===== src/rtl/multicycle_control_unit_pkg.sv =====
`default_nettype none
// +----------------------------------------------------------------------------+
// | Module   : multicycle_control_unit_pkg                                     |
// | Purpose  : Shared types and encodings for the multicycle RV32I control     |
// |            unit: FSM state enum, ALU operation classes, opcode constants,  |
// |            datapath select encodings and the immediate-format decoder.     |
// | Ports    : none (package)                                                  |
// | Revision : 1.0  initial release                                            |
// +----------------------------------------------------------------------------+
package multicycle_control_unit_pkg;

  typedef enum logic [3:0] {
    S_FETCH    = 4'd0,
    S_DECODE   = 4'd1,
    S_MEMADR   = 4'd2,
    S_MEMREAD  = 4'd3,
    S_MEMWB    = 4'd4,
    S_MEMWRITE = 4'd5,
    S_EXECR    = 4'd6,
    S_EXECI    = 4'd7,
    S_ALUWB    = 4'd8,
    S_JAL      = 4'd9,
    S_BRANCH   = 4'd10
  } state_e;

  // What the current state asks of the ALU; FUNCT defers to the IR fields.
  typedef enum logic [1:0] {
    ALUOP_ADD   = 2'b00,
    ALUOP_SUB   = 2'b01,
    ALUOP_FUNCT = 2'b10
  } aluop_e;

  localparam logic [6:0] OP_LW  = 7'b0000011;
  localparam logic [6:0] OP_SW  = 7'b0100011;
  localparam logic [6:0] OP_R   = 7'b0110011;
  localparam logic [6:0] OP_I   = 7'b0010011;
  localparam logic [6:0] OP_JAL = 7'b1101111;
  localparam logic [6:0] OP_BR  = 7'b1100011;

  localparam logic [1:0] RES_ALUOUT    = 2'b00;
  localparam logic [1:0] RES_READDATA  = 2'b01;
  localparam logic [1:0] RES_ALURESULT = 2'b10;

  localparam logic [1:0] SRCA_PC    = 2'b00;
  localparam logic [1:0] SRCA_OLDPC = 2'b01;
  localparam logic [1:0] SRCA_RS1   = 2'b10;

  localparam logic [1:0] SRCB_RS2  = 2'b00;
  localparam logic [1:0] SRCB_IMM  = 2'b01;
  localparam logic [1:0] SRCB_FOUR = 2'b10;

  localparam logic [1:0] IMM_I = 2'b00;
  localparam logic [1:0] IMM_S = 2'b01;
  localparam logic [1:0] IMM_B = 2'b10;
  localparam logic [1:0] IMM_J = 2'b11;

  localparam logic [2:0] ALU_ADD = 3'b000;
  localparam logic [2:0] ALU_SUB = 3'b001;
  localparam logic [2:0] ALU_AND = 3'b010;
  localparam logic [2:0] ALU_OR  = 3'b011;
  localparam logic [2:0] ALU_SLT = 3'b101;

  // Immediate format follows the opcode alone; loads and I-type ALU ops share
  // the I format, which is also the harmless choice for unsupported opcodes.
  function automatic logic [1:0] imm_src_of(input logic [6:0] op);
    case (op)
      OP_SW:   return IMM_S;
      OP_BR:   return IMM_B;
      OP_JAL:  return IMM_J;
      default: return IMM_I;
    endcase
  endfunction

endpackage
`default_nettype wire


===== src/rtl/multicycle_control_unit_if.sv =====
`default_nettype none
// +----------------------------------------------------------------------------+
// | Module   : multicycle_control_unit_if                                      |
// | Purpose  : Bundle between the control unit and the multicycle datapath /   |
// |            shared memory.                                                  |
// | Ports    : IR fields op/funct3/funct7, Zero, mem_ready (to control);       |
// |            mem_req, PCWrite, AdrSrc, IRWrite, MemWrite, RegWrite,          |
// |            ResultSrc, ALUSrcA, ALUSrcB, ImmSrc, ALUControl, illegal,       |
// |            instret (from control).                                         |
// |            master = control unit side, slave = datapath side.              |
// | Revision : 1.0  initial release                                            |
// +----------------------------------------------------------------------------+
interface multicycle_control_unit_if #(
  parameter int ALUCTRL_W = 3,
  parameter int COUNT_W   = 32
);
  logic [6:0]           op;
  logic [2:0]           funct3;
  logic                 funct7;
  logic                 Zero;
  logic                 mem_ready;

  logic                 mem_req;
  logic                 PCWrite;
  logic                 AdrSrc;
  logic                 IRWrite;
  logic                 MemWrite;
  logic                 RegWrite;
  logic [1:0]           ResultSrc;
  logic [1:0]           ALUSrcA;
  logic [1:0]           ALUSrcB;
  logic [1:0]           ImmSrc;
  logic [ALUCTRL_W-1:0] ALUControl;
  logic                 illegal;
  logic [COUNT_W-1:0]   instret;

  modport master (
    input  op, funct3, funct7, Zero, mem_ready,
    output mem_req, PCWrite, AdrSrc, IRWrite, MemWrite, RegWrite,
           ResultSrc, ALUSrcA, ALUSrcB, ImmSrc, ALUControl, illegal, instret
  );

  modport slave (
    output op, funct3, funct7, Zero, mem_ready,
    input  mem_req, PCWrite, AdrSrc, IRWrite, MemWrite, RegWrite,
           ResultSrc, ALUSrcA, ALUSrcB, ImmSrc, ALUControl, illegal, instret
  );
endinterface
`default_nettype wire


===== src/rtl/multicycle_control_unit_alu_decoder.sv =====
`default_nettype none
// +----------------------------------------------------------------------------+
// | Module   : multicycle_control_unit_alu_decoder                             |
// | Purpose  : Combinational ALU operation decode from the state's ALU request |
// |            and the instruction's funct3 / op[5] / funct7 fields.           |
// | Ports    : aluop_i      in  aluop_e  ADD / SUB / FUNCT request             |
// |            funct3_i     in  3        IR[14:12]                             |
// |            op5_i        in  1        IR[5], distinguishes R from I-type    |
// |            funct7_i     in  1        IR[30]                                |
// |            alucontrol_o out ALUCTRL_W ALU operation code                   |
// | Revision : 1.0  initial release                                            |
// +----------------------------------------------------------------------------+
module multicycle_control_unit_alu_decoder
  import multicycle_control_unit_pkg::*;
#(
  parameter int ALUCTRL_W = 3
) (
  input  aluop_e               aluop_i,
  input  logic [2:0]           funct3_i,
  input  logic                 op5_i,
  input  logic                 funct7_i,
  output logic [ALUCTRL_W-1:0] alucontrol_o
);

  logic [2:0] w_code;

  always_comb begin
    w_code = ALU_ADD;
    case (aluop_i)
      ALUOP_SUB: w_code = ALU_SUB;
      ALUOP_FUNCT: begin
        case (funct3_i)
          // IR[30] only selects sub for register-register ops; addi has an
          // immediate bit in that position.
          3'b000:  w_code = (op5_i && funct7_i) ? ALU_SUB : ALU_ADD;
          3'b010:  w_code = ALU_SLT;
          3'b110:  w_code = ALU_OR;
          3'b111:  w_code = ALU_AND;
          default: w_code = ALU_ADD;
        endcase
      end
      default: w_code = ALU_ADD;
    endcase
  end

  generate
    if (ALUCTRL_W > 3) begin : g_wide
      assign alucontrol_o = {{(ALUCTRL_W-3){1'b0}}, w_code};
    end else begin : g_narrow
      assign alucontrol_o = w_code[ALUCTRL_W-1:0];
    end
  endgenerate

endmodule
`default_nettype wire


===== src/rtl/multicycle_control_unit.sv =====
`default_nettype none
// +----------------------------------------------------------------------------+
// | Module   : multicycle_control_unit                                         |
// | Purpose  : Moore FSM sequencing FETCH/DECODE/EXECUTE/MEM/WB for the        |
// |            multicycle RV32I core over a shared memory with a req/ready     |
// |            handshake; drives datapath selects/enables and counts retired   |
// |            instructions.                                                   |
// | Ports    : clk   in  1  rising-edge clock                                  |
// |            reset in  1  synchronous active-high reset                      |
// |            bus   master modport of multicycle_control_unit_if              |
// | Revision : 1.0  initial release                                            |
// +----------------------------------------------------------------------------+
module multicycle_control_unit
  import multicycle_control_unit_pkg::*;
#(
  parameter int ALUCTRL_W    = 3,
  parameter bit HANDSHAKE_EN = 1'b1,
  parameter int COUNT_W      = 32
) (
  input logic                       clk,
  input logic                       reset,
  multicycle_control_unit_if.master bus
);

  state_e             state_q, state_d;
  logic [COUNT_W-1:0] instret_q, instret_d;

  logic   w_ready;
  aluop_e w_aluop;
  logic   w_mem_req;
  logic   w_pcwrite;
  logic   w_irwrite;
  logic   w_memwrite;
  logic   w_regwrite;
  logic   w_adrsrc;
  logic   w_illegal;
  logic   w_retire;
  logic [1:0] w_resultsrc;
  logic [1:0] w_srca;
  logic [1:0] w_srcb;

  // With the handshake disabled every memory access completes in one cycle.
  assign w_ready = HANDSHAKE_EN ? bus.mem_ready : 1'b1;

  always_ff @(posedge clk) begin
    if (reset) begin
      state_q   <= S_FETCH;
      instret_q <= '0;
    end else begin
      state_q   <= state_d;
      instret_q <= instret_d;
    end
  end

  always_comb begin
    state_d     = state_q;
    w_aluop     = ALUOP_ADD;
    w_mem_req   = 1'b0;
    w_pcwrite   = 1'b0;
    w_irwrite   = 1'b0;
    w_memwrite  = 1'b0;
    w_regwrite  = 1'b0;
    w_adrsrc    = 1'b0;
    w_illegal   = 1'b0;
    w_retire    = 1'b0;
    w_resultsrc = RES_ALUOUT;
    w_srca      = SRCA_PC;
    w_srcb      = SRCB_RS2;

    case (state_q)
      S_FETCH: begin
        // PC+4 goes straight from the ALU into the PC as the IR is captured.
        w_srca      = SRCA_PC;
        w_srcb      = SRCB_FOUR;
        w_resultsrc = RES_ALURESULT;
        w_mem_req   = 1'b1;
        w_pcwrite   = w_ready;
        w_irwrite   = w_ready;
        if (w_ready) state_d = S_DECODE;
      end
      S_DECODE: begin
        // Speculatively compute OldPC+imm so a branch finds its target in ALUOut.
        w_srca = SRCA_OLDPC;
        w_srcb = SRCB_IMM;
        case (bus.op)
          OP_LW, OP_SW: state_d = S_MEMADR;
          OP_R:         state_d = S_EXECR;
          OP_I:         state_d = S_EXECI;
          OP_JAL:       state_d = S_JAL;
          OP_BR:        state_d = S_BRANCH;
          default: begin
            state_d   = S_FETCH;
            w_illegal = 1'b1;
          end
        endcase
      end
      S_MEMADR: begin
        w_srca  = SRCA_RS1;
        w_srcb  = SRCB_IMM;
        state_d = (bus.op == OP_LW) ? S_MEMREAD : S_MEMWRITE;
      end
      S_MEMREAD: begin
        w_adrsrc  = 1'b1;
        w_mem_req = 1'b1;
        if (w_ready) state_d = S_MEMWB;
      end
      S_MEMWB: begin
        w_resultsrc = RES_READDATA;
        w_regwrite  = 1'b1;
        w_retire    = 1'b1;
        state_d     = S_FETCH;
      end
      S_MEMWRITE: begin
        w_adrsrc   = 1'b1;
        w_mem_req  = 1'b1;
        w_memwrite = 1'b1;
        if (w_ready) begin
          w_retire = 1'b1;
          state_d  = S_FETCH;
        end
      end
      S_EXECR: begin
        w_srca  = SRCA_RS1;
        w_srcb  = SRCB_RS2;
        w_aluop = ALUOP_FUNCT;
        state_d = S_ALUWB;
      end
      S_EXECI: begin
        w_srca  = SRCA_RS1;
        w_srcb  = SRCB_IMM;
        w_aluop = ALUOP_FUNCT;
        state_d = S_ALUWB;
      end
      S_ALUWB: begin
        w_regwrite = 1'b1;
        w_retire   = 1'b1;
        state_d    = S_FETCH;
      end
      S_JAL: begin
        // Link value OldPC+4 is computed here while the PC takes the target
        // already sitting in ALUOut from DECODE.
        w_srca    = SRCA_OLDPC;
        w_srcb    = SRCB_FOUR;
        w_pcwrite = 1'b1;
        state_d   = S_ALUWB;
      end
      S_BRANCH: begin
        // funct3[0] inverts the condition: beq takes on Zero, bne on !Zero.
        w_srca    = SRCA_RS1;
        w_srcb    = SRCB_RS2;
        w_aluop   = ALUOP_SUB;
        w_pcwrite = bus.Zero ^ bus.funct3[0];
        w_retire  = 1'b1;
        state_d   = S_FETCH;
      end
      default: state_d = S_FETCH;
    endcase
  end

  assign instret_d = w_retire ? (instret_q + COUNT_W'(1)) : instret_q;

  // Enables are forced low during reset so an aborted access never writes.
  assign bus.mem_req   = w_mem_req  & ~reset;
  assign bus.PCWrite   = w_pcwrite  & ~reset;
  assign bus.IRWrite   = w_irwrite  & ~reset;
  assign bus.MemWrite  = w_memwrite & ~reset;
  assign bus.RegWrite  = w_regwrite & ~reset;
  assign bus.AdrSrc    = w_adrsrc;
  assign bus.ResultSrc = w_resultsrc;
  assign bus.ALUSrcA   = w_srca;
  assign bus.ALUSrcB   = w_srcb;
  assign bus.ImmSrc    = imm_src_of(bus.op);
  assign bus.illegal   = w_illegal;
  assign bus.instret   = instret_q;

  multicycle_control_unit_alu_decoder #(
    .ALUCTRL_W (ALUCTRL_W)
  ) u_alu_decoder (
    .aluop_i      (w_aluop),
    .funct3_i     (bus.funct3),
    .op5_i        (bus.op[5]),
    .funct7_i     (bus.funct7),
    .alucontrol_o (bus.ALUControl)
  );

endmodule
`default_nettype wire


===== src/flat_wrapper.sv =====
// flat-port wrapper written by rule: the top's interface ports become plain ports
module multicycle_control_unit_flat import multicycle_control_unit_pkg::*;
#(
  parameter int ALUCTRL_W    = 3,
  parameter bit HANDSHAKE_EN = 1'b1,
  parameter int COUNT_W      = 32
)
  (clk, reset, bus_op, bus_funct3, bus_funct7, bus_Zero, bus_mem_ready, bus_mem_req, bus_PCWrite, bus_AdrSrc, bus_IRWrite, bus_MemWrite, bus_RegWrite, bus_ResultSrc, bus_ALUSrcA, bus_ALUSrcB, bus_ImmSrc, bus_ALUControl, bus_illegal, bus_instret);
  multicycle_control_unit_if #(.ALUCTRL_W(ALUCTRL_W), .COUNT_W(COUNT_W)) bus_i ();
  input logic clk;
  input logic reset;
  input wire logic [$bits(bus_i.op)-1:0] bus_op;
  input wire logic [$bits(bus_i.funct3)-1:0] bus_funct3;
  input wire logic [$bits(bus_i.funct7)-1:0] bus_funct7;
  input wire logic [$bits(bus_i.Zero)-1:0] bus_Zero;
  input wire logic [$bits(bus_i.mem_ready)-1:0] bus_mem_ready;
  output wire logic [$bits(bus_i.mem_req)-1:0] bus_mem_req;
  output wire logic [$bits(bus_i.PCWrite)-1:0] bus_PCWrite;
  output wire logic [$bits(bus_i.AdrSrc)-1:0] bus_AdrSrc;
  output wire logic [$bits(bus_i.IRWrite)-1:0] bus_IRWrite;
  output wire logic [$bits(bus_i.MemWrite)-1:0] bus_MemWrite;
  output wire logic [$bits(bus_i.RegWrite)-1:0] bus_RegWrite;
  output wire logic [$bits(bus_i.ResultSrc)-1:0] bus_ResultSrc;
  output wire logic [$bits(bus_i.ALUSrcA)-1:0] bus_ALUSrcA;
  output wire logic [$bits(bus_i.ALUSrcB)-1:0] bus_ALUSrcB;
  output wire logic [$bits(bus_i.ImmSrc)-1:0] bus_ImmSrc;
  output wire logic [$bits(bus_i.ALUControl)-1:0] bus_ALUControl;
  output wire logic [$bits(bus_i.illegal)-1:0] bus_illegal;
  output wire logic [$bits(bus_i.instret)-1:0] bus_instret;
  assign bus_i.op = bus_op;
  assign bus_i.funct3 = bus_funct3;
  assign bus_i.funct7 = bus_funct7;
  assign bus_i.Zero = bus_Zero;
  assign bus_i.mem_ready = bus_mem_ready;
  assign bus_mem_req = bus_i.mem_req;
  assign bus_PCWrite = bus_i.PCWrite;
  assign bus_AdrSrc = bus_i.AdrSrc;
  assign bus_IRWrite = bus_i.IRWrite;
  assign bus_MemWrite = bus_i.MemWrite;
  assign bus_RegWrite = bus_i.RegWrite;
  assign bus_ResultSrc = bus_i.ResultSrc;
  assign bus_ALUSrcA = bus_i.ALUSrcA;
  assign bus_ALUSrcB = bus_i.ALUSrcB;
  assign bus_ImmSrc = bus_i.ImmSrc;
  assign bus_ALUControl = bus_i.ALUControl;
  assign bus_illegal = bus_i.illegal;
  assign bus_instret = bus_i.instret;
  multicycle_control_unit #(.ALUCTRL_W(ALUCTRL_W), .HANDSHAKE_EN(HANDSHAKE_EN), .COUNT_W(COUNT_W)) u_core (.clk(clk), .reset(reset), .bus(bus_i));
endmodule

===== config.mk =====
export PLATFORM = sky130hd
export DESIGN_NAME = multicycle_control_unit_flat
export DESIGN_NICKNAME = d
export VERILOG_FILES = /design/src/rtl/multicycle_control_unit_pkg.sv /design/src/rtl/multicycle_control_unit_if.sv /design/src/rtl/multicycle_control_unit_alu_decoder.sv /design/src/rtl/multicycle_control_unit.sv /design/src/flat_wrapper.sv
export SDC_FILE = /design/constraint.sdc
export NUM_CORES = 1
export LEC_CHECK = 0
export ABC_AREA = 1
export ABC_CLOCK_PERIOD_IN_PS = 2250
export CORE_ASPECT_RATIO = 0.75
export CORE_MARGIN = 5
export CORE_UTILIZATION = 40
export CTS_CLUSTER_DIAMETER = 200
export DETAILED_ROUTE_END_ITERATION = 16
export MAX_ROUTING_LAYER = met4
export PLACE_DENSITY = 0.68
export SLEW_MARGIN = 20
export SYNTH_ARGS = -nofsm -noshare
export SYNTH_HDL_FRONTEND = slang
export SYNTH_SLANG_ARGS = --single-unit
export TNS_END_PERCENT = 5

===== constraint.sdc =====
create_clock -name clk -period 2.25 [get_ports clk]
set_input_delay 0.675 -clock clk [delete_from_list [all_inputs] [get_ports clk]]
set_output_delay 0.675 -clock clk [all_outputs]
set_load 0.02 [all_outputs]

==> summary.md <==
| Metric | Value |
|---|---|
| DR iter-0 viols | `220` |
| Crit path max-delay family | `simple AND/OR/NAND/NOR gates` |
| Max Root-Sink Buffers | `2` |
| Wire length on met3 | `527 µm` |
| Clk_lat worst skew | `290 ps` |
| # hold bufs at CTS | `0` |
| Mapped Nets | `439` |
| Critical Path Start Type | `flop` |
| Mapped cell area | `2460 µm²` |
| Grt ovf | `0` |
| Failing checks | `setup timing` |
| Die Wd | `101 µm` |
| Final ANT Viol Nets | `0` |
| Most frequent cells in the layout | `nand2_1 (137), nor2_1 (72), buf_4 (48), inv_1 (39)` |
| Core Rows | `24` |
| Pwr/cell area | `361 nW/µm²` |
| Routed wire per std cell | `13.3 µm` |
| CP max FO | `3` |
| Rel. slew slack | `68.8%` |
| DRC Markers | `0` |
| Drt via density | `4.90` |
| Post-Place Setup Slack | `-802 ps` |
| Root buf cell | `clkbuf_8` |
| Crit path arrival time | `1580 ps` |
| Max cap viols | `0` |
| Boundary pin count | `65` |
| CTS Buf Count | `5` |
| Crit-path cells | `inv_2 -> nand2_2 -> nor2_4 -> ha_4 -> nand2_4 -> nor2_2 -> nor2_1 -> a21oi_1 -> buf_4` |
| Flops & latches, synth | `36` |
| Vias | `2961` |
| Nets | `543` |
| Uppermost layer routed | `met4` |
| PortBufs | `64` |
| Crit-path slowest cell | `dfxtp_2` |
| Post-synth top flop | `dfxtp_1` |
| RSZ-0062 raised after global routing | `true` |
| Share of post-route cells with drive strength above 1 | `22.1%` |
| Yosys warns | `0` |
| Ant. Diodes | `0` |
| Hold Crit Class | `flop to flop` |
| CP Buf/Inv Count | `2` |
| Layout Cells excl Fill | `604` |
| # setup viols final | `1` |
| Final hold slack | `521 ps` |
| FFs w/ async S/R, synth | `0%` |
| Antenna violations before repair | `0` |
| CTS tree | `done` |
| DIE HEIGHT | `77.9 µm` |
| Peak supply drop | `0.248 mV` |
| CP required | `1570 ps` |
| Leak pwr | `1.54 nW` |
| Worst slew pin tran | `467 ps` |
| Area of the core | `5890 µm²` |
| CP max stage delay | `330 ps` |
| RePlAce Congestion | `0.915` |
| CP endpoint kind | `output pin` |
| Met2 routed wirelength | `3550 µm` |
| EDFF count, synth | `0` |
| DRT Pass-1 Iters | `5` |
| Worst setup path class | `flop to output pin` |
| Sequential cell area fraction in the yosys report | `29.3%` |
| Status | `finished with violations` |
| Avg Cell Area, Syn | `5.84 µm²` |
| Area grow syn2layout | `48.8%` |
| Worst-path clk slew | `70 ps` |
| Placed Cells | `594` |
| DRT Wirelength | `8030 µm` |
| Die area | `7830 µm²` |
| Commonest non-fill, non-tap cell in the layout | `nand2_1` |
| Initial core utilization | `41.8%` |
| Clock sink total | `36` |
| Slew Limit Fails | `0` |
| Post-DP HPWL | `6040 µm` |
| Post-Syn Instances | `421` |
| Largest net degree at the start of global routing | `31` |
| Min setup slack post-route | `-5.04 ps` |
| Max H-tree Level | `2` |
| Fmax | `443 MHz` |
| Tmin final | `2260 ps` |
| Final clock period utilization by the worst path | `100%` |
| WL met1 | `3770 µm` |
| Vias in the first global route | `2708` |
| Cell variety after synth | `32` |
| Global-route wire length before repair | `12900 µm` |
| Layout Skew | `2.40 ps` |
| Fin. Hold Viols | `0` |
| Total track usage | `20.8%` |
worst paths after layout:
path                                       startpoint                                  end  slack [ps]  cells after the start
setup reg to reg   u_core.bus.instret[0]$_SDFFE_PP0P_  u_core.bus.instret[20]$_SDFFE_PP0P_         480                      8
setup / recovery       u_core.state_q[3]$_SDFFE_PP0P_                    bus_ALUControl[0]          -5                      9
hold / removal    u_core.bus.instret[31]$_SDFFE_PP0P_  u_core.bus.instret[31]$_SDFFE_PP0P_         520                      2
hold reg to reg   u_core.bus.instret[31]$_SDFFE_PP0P_  u_core.bus.instret[31]$_SDFFE_PP0P_         520                      2
where the power goes:
group          switching, W  total, W  internal, W
clock network      0.000244  0.000494     0.000250
logic              0.000102  0.000187    0.0000840
registers        0.00000261  0.000640     0.000638
logic make-up after synthesis:
| logic type | synth area share, % |
|---|---|
| xor gates and xnor gates | 3.20 |
| and+or+nand+nor | 46.3 |
| buffers and inverters | 9.82 |
| DFF | 29.3 |
| AOI/OAI and AO/OA | 9.87 |
| adders and majority gates | 1.53 |
what timing repair did:
| action | in CTS | in global routing |
|---|---|---|
| setup endpoints to repair | 18 | 15 |
| pin swaps | 2 | 13 |
| resized for setup | 87 | 56 |
| setup buffers | 1 | 1 |
worst register-to-register path, stage by stage (launching register included):
cell	delay, ps
dfxtp_1	410
ha_1	290
nand3_2	170
nor2_2	160
nand2_1	110
nor2_2	200
nand3_1	140
o21bai_1	140
nor2_1	50
final cells by class:
cell class                 instances  area (µm²)
fill                             562        2230
sequential                        36         727
tap                               78        97.6
clock buffer                       8        90.1
inverter                          47         181
multi-input combinational        329        1630
timing repair buffer             106         937
cell usage after synthesis, drive strengths merged (4+ instances only):
cell    number  area share, %
nand2      145             22
nor2        91             15
inv         47            7.2
dfxtp       36             29
nand3       26            5.7
a21oi       25            5.4
o21ai        7            1.6
buf          6            2.2
nor3         6            1.2
o21bai       5            1.5
xor2         5            1.8
xnor2        4            1.4
state kept, by name, summed over array words and instances, names as in the netlist:
register            flops
u_core.bus.instret     32
u_core.state_q          4
metal layers:
layer  track usage [%]  vias up
met5                 -        -
met4              6.19        0
met3              2.96       25
met2              30.7       94
met1              29.2     1325
li1                  -     1517
metrics by stage:
stage / setup TNS [ps] / power (W) / instance area, µm² / utilization (%)
after global placement: -6910 / 0.000840 / 3450 / 58.7
after CTS: -1120 / 0.00132 / 3530 / 60.0
after global routing: -218 / 0.00137 / 3660 / 62.2
after detailed placement: -7000 / 0.000842 / 3450 / 58.7
after floorplan: 0 / 0.000734 / 2470 / -
final: -5.04 / 0.00132 / 3660 / 62.2
Note: power is estimated with default switching activity, not from simulation.
